<file path="src/rtl/mem_arbiter.sv">
// mem_arbiter: shares one RAM port between the icache and dcache miss paths.
// The dcache wins ties unless it has already taken STARVE_MAX consecutive
// grants while the icache was waiting. Once a grant starts it is held until
// the RAM completes, reports an error, or the owner withdraws its request.
module mem_arbiter #(
    parameter int STARVE_MAX = 4
) (
    input  logic        CLK,
    input  logic        RST,
    input  logic        iREN,
    input  logic [31:0] iaddr,
    output logic        iwait,
    output logic [31:0] iload,
    input  logic        dREN,
    input  logic        dWEN,
    input  logic [31:0] daddr,
    input  logic [31:0] dstore,
    output logic        dwait,
    output logic [31:0] dload,
    output logic        ramREN,
    output logic        ramWEN,
    output logic [31:0] ramaddr,
    output logic [31:0] ramstore,
    input  logic [31:0] ramload,
    input  logic [1:0]  ramstate,
    output logic        starve_err
);

    localparam int SW = $clog2(STARVE_MAX + 1);
    localparam logic [SW-1:0] SMAX_C  = SW'(STARVE_MAX);
    localparam logic [SW-1:0] ONE_C   = SW'(1);
    localparam logic [SW-1:0] ZERO_C  = SW'(0);
    localparam logic [1:0]    RS_ACCESS = 2'd2;
    localparam logic [1:0]    RS_ERROR  = 2'd3;

    typedef enum logic [1:0] {
        IDLE   = 2'd0,
        IGRANT = 2'd1,
        DGRANT = 2'd2
    } state_t;

    state_t        state_r;
    logic [SW-1:0] dstreak_r;
    logic          starve_err_r;
    logic          dreq_s;
    logic          access_s;
    logic          error_s;

    assign dreq_s     = dREN | dWEN;
    assign access_s   = (ramstate == RS_ACCESS);
    assign error_s    = (ramstate == RS_ERROR);
    assign starve_err = starve_err_r;

    // Read data goes to both caches unconditionally; each wait line qualifies it.
    assign iload = ramload;
    assign dload = ramload;

    // Grant FSM, dcache streak counter and sticky RAM error flag.
    always_ff @(posedge CLK) begin
        if (RST) begin
            state_r      <= IDLE;
            dstreak_r    <= ZERO_C;
            starve_err_r <= 1'b0;
        end else begin
            case (state_r)
                IDLE: begin
                    if (dreq_s && iREN && (dstreak_r == SMAX_C)) begin
                        state_r <= IGRANT;
                    end else if (dreq_s) begin
                        state_r <= DGRANT;
                    end else if (iREN) begin
                        state_r <= IGRANT;
                    end else begin
                        state_r <= IDLE;
                    end
                end
                DGRANT: begin
                    if (access_s) begin
                        state_r <= IDLE;
                        // A streak only matters while the icache is waiting.
                        if (!iREN) begin
                            dstreak_r <= ZERO_C;
                        end else if (dstreak_r != SMAX_C) begin
                            dstreak_r <= dstreak_r + ONE_C;
                        end else begin
                            dstreak_r <= dstreak_r;
                        end
                    end else if (error_s) begin
                        starve_err_r <= 1'b1;
                        state_r      <= IDLE;
                    end else if (!dreq_s) begin
                        state_r <= IDLE;
                    end else begin
                        state_r <= DGRANT;
                    end
                end
                IGRANT: begin
                    if (access_s) begin
                        state_r   <= IDLE;
                        dstreak_r <= ZERO_C;
                    end else if (error_s) begin
                        starve_err_r <= 1'b1;
                        state_r      <= IDLE;
                    end else if (!iREN) begin
                        state_r <= IDLE;
                    end else begin
                        state_r <= IGRANT;
                    end
                end
                default: begin
                    state_r <= IDLE;
                end
            endcase
        end
    end

    // RAM port and wait lines follow the current owner's request combinationally.
    always_comb begin
        ramREN   = 1'b0;
        ramWEN   = 1'b0;
        ramaddr  = 32'd0;
        ramstore = 32'd0;
        iwait    = 1'b1;
        dwait    = 1'b1;
        case (state_r)
            DGRANT: begin
                ramREN   = dREN;
                ramWEN   = dWEN;
                ramaddr  = daddr;
                ramstore = dstore;
                dwait    = ~access_s;
            end
            IGRANT: begin
                ramREN   = iREN;
                ramaddr  = iaddr;
                iwait    = ~access_s;
            end
            default: begin
                ramREN = 1'b0;
            end
        endcase
    end

endmodule

</file>
<file path="config.mk">
export PLATFORM = sky130hd
export DESIGN_NAME = mem_arbiter
export DESIGN_NICKNAME = d
export VERILOG_FILES = /design/src/rtl/mem_arbiter.sv
export SDC_FILE = /design/constraint.sdc
export NUM_CORES = 1
export LEC_CHECK = 0
export ABC_CLOCK_PERIOD_IN_PS = 2100
export CORE_MARGIN = 10
export CORE_UTILIZATION = 22
export CTS_CLUSTER_SIZE = 28
export DETAILED_ROUTE_END_ITERATION = 6
export HOLD_SLACK_MARGIN = 0.05
export PLACE_DENSITY = 0.85
export SYNTH_ARGS = -nofsm -noshare
export SYNTH_HDL_FRONTEND = slang
export SYNTH_SLANG_ARGS = --single-unit
</file>
<file path="constraint.sdc">
create_clock -name CLK -period 2.1 [get_ports CLK]
set_clock_uncertainty 0.15 [all_clocks]
set_input_delay 0.525 -clock CLK [delete_from_list [all_inputs] [get_ports CLK]]
set_output_delay 0.525 -clock CLK [all_outputs]
set_load 0.02 [all_outputs]
</file>
==> results.cfg <==
[grt]
grt_max_degree = 24
antenna_found_initial = 0
grt_usage_pct = 14.02
overflow = 0
first_global_vias = 2187
grt_first_pass_wirelength_um = 12760

[pwr]
p_leak_uw = 0.001370
p_per_area_nw_per_um2 = 307.7
peakVddDrop_v = 0.0002373

[route]
vias_per_cell = 4.540
wire_per_inst_um = 20.21
drt_iter0_drc = 28
drt-pass1-iter-count = 4
via_count = 2002
drtAntennaViolNets = 0
routed_wl_um = 8913
drc = 0

[worst_setup_path]
timing_worst_setup_path_type = reg -> out
critPathBufInv = 4
cp_top_family = buffers and inverters
arrival_ns = 1.48
critPathMaxFanout = 5
cp-end-kind = output port
cpMaxStageDelayCell = dfxtp_4
start_kind = flip-flop
crit_chain = inv_4, ha_4, buf_12, clkbuf_16, a22oi_2, nor2b_1, buf_4
cp.depth = 7
r2r_cells = 8
r2r_slack_ns = 0.22
reg2reg_to = dstreak_r[1]
cpPeakStageDelay_ns = 0.37
crit_required_ns = 1.42
reg2reg_from = state_r[1]

[final_layout]
area_growth_pct = 107.4
diodes = 0
instances_no_fill = 441
nets = 485
drive_gt1_share_pct = 42.69

[synth]
ys_seq_area_share_pct = 7.334
syn_area_per_cell_um2 = 7.378
synth_cell_types = 27
yosysWarnings = 0
synth-simple-area-share_pct = 33.16
synthCells = 222
synthFlopType = dfxtp_1
synth-xor-area-share_pct = 0
synth_edf_count = 0
netlist_area_um2 = 1638
synth_top_family_by_area = buffers and inverters
syn_nets = 363
synthArstFlopShare_pct = 0
synth_compound_area_share_pct = 19.33
ys_ff_latch = 6
post_synth_mux_area_share_pct = 0
synth_fa_ha_area_share_pct = 4.584

[min_path]
hold_path_class = reg -> reg
min_path_cells = 2
worstHoldStart = starve_err
holdPathEnd = starve_err

[clocking]
clock_path_buffers = 2
clk_latency_ns = 0.23
numClockSinks = 6
cts_tree = done
cts_max_level = 1
cts_hold_buffers = 0
root_buffer = clkbuf_8
clk_pin_slew_ns = 0.04
numCtsBuffers = 3

[floorplan]
ioPinCount = 268
dieArea_um2 = 11300
start_util_pct = 22.58
rows = 31
die_h_um = 106.3
coreArea_um2 = 7253
die_w_um = 106.3

[sta]
tightest_slew_ns = 0.2493
holdWs_ns = 0.3226
setup_slack_ns = -0.05377
fin_tns_setup_ns = -0.6972
drv_slew = 0
timing.final.crit_share_pct = 102.6
relSlewSlack_pct = 83.15
rsz0062_at_grt = yes
hold_violations = 0
period_needed_ns = 2.154
fmax_mhz = 464.3
setup_violations = 30

[place]
io_buffers = 171
gp_congestion = 0.8961
dp_cells = 428
dp_hpwl_um = 7072

[job]
cap_violations = 0

[outcome]
status = finished with violations
violations = setup timing
[tightest hold or removal path: cells and delay by family (launching register included)]
| family | cells | cell delay, ns |
|---|---|---|
| compound gates | 1 | 0.04 |
| flops | 1 | 0.32 |
| simple gates | 1 | 0.07 |
[Yosys cell counts, types with 2 or more instances]
master | instances | area [µm²]
buf_4 | 64 | 480.5
nor2b_1 | 35 | 219.0
a22oi_1 | 33 | 247.7
and2_1 | 33 | 206.5
clkbuf_1 | 9 | 33.78
dfxtp_1 | 6 | 120.1
ha_1 | 6 | 75.07
buf_2 | 4 | 20.02
inv_1 | 4 | 15.01
buf_6 | 3 | 33.78
nand2_1 | 3 | 11.26
nand4_1 | 3 | 18.77
a21oi_1 | 2 | 10.01
a31oi_1 | 2 | 12.51
nor2_1 | 2 | 7.510
o31ai_2 | 2 | 25.02
[power by group]
part | internal [µW] | switching, µW
combinational | 444 | 296
clock | 124 | 58.0
sequential | 118 | 5.32
total | 686 | 360
[final cells by class]
| cell class | instances | area, µm² |
|---|---|---|
| fill | 698 | 3856 |
| timing repair buffer | 197 | 1966 |
| multi-input combinational | 132 | 1119 |
| sequential | 6 | 127.6 |
| tap | 99 | 123.9 |
| clock buffer | 3 | 41.29 |
| inverter | 4 | 20.02 |
[stage by stage]
stage | area, µm² | total power, µW | utilization [%] | worst slack, ns
final | 3397 | 1045 | 46.83 | -0.05377
after CTS | 3208 | 985.7 | 44.23 | -0.07688
after detailed placement | 3085 | 777.2 | 42.54 | -0.5137
after global placement | 3085 | 767.0 | 42.54 | -0.4957
after global routing | 3397 | 1101 | 46.83 | -0.1164
after floorplan | 1638 | 551.9 | - | 0.1001
[state kept, by name (all words and copies together) (netlist names)]
| register | count |
|---|---|
| dstreak_r | 3 |
| starve_err | 1 |
| state_r | 2 |
[cells by family after synthesis]
family / Yosys count
simple gates: 85
buf+inv: 84
compound gates: 41
fa+ha+maj: 6
flops: 6
[repair_timing]
action                                  4_1_cts  5_1_grt
gates cloned                                  2        4
endpoints found under the setup margin       68       68
pin swaps                                     4       11
resized for setup                           288      106
buffers inserted                              2        4
[routing by layer]
layer  track usage, %  vias up  wire [µm]
met3            7.729        7       1144
li1                 -      924          -
met5                0        -          0
met4            2.224        0         50
met1            12.77      904       2929
met2            26.99      167       4788
[worst max-delay path by stage]
stage,to,from,slack (ns)
detailed placement,iwait,ramstate[0],-0.51
CTS,ramaddr[0],state_r[0],-0.08
global route,ramaddr[15],state_r[0],-0.12
global placement,iwait,ramstate[0],-0.50
finish,ramaddr[26],state_r[1],-0.05
floorplan,ramREN,state_r[0],0.10
[layout by cell type (no fill, tap or decap), drive strengths merged, types with 2 or more instances in the layout]
master         count
nand2              3
clkdlybuf4s50    101
nor2b             35
nor4b              2
nand4              3
clkbuf             7
o31ai              2
dfxtp              6
and2              33
a21oi              2
buf               90
a31oi              2
a22oi             33
nor2               2
ha                 6
inv                4
Note: power is estimated with default switching activity, not from simulation.
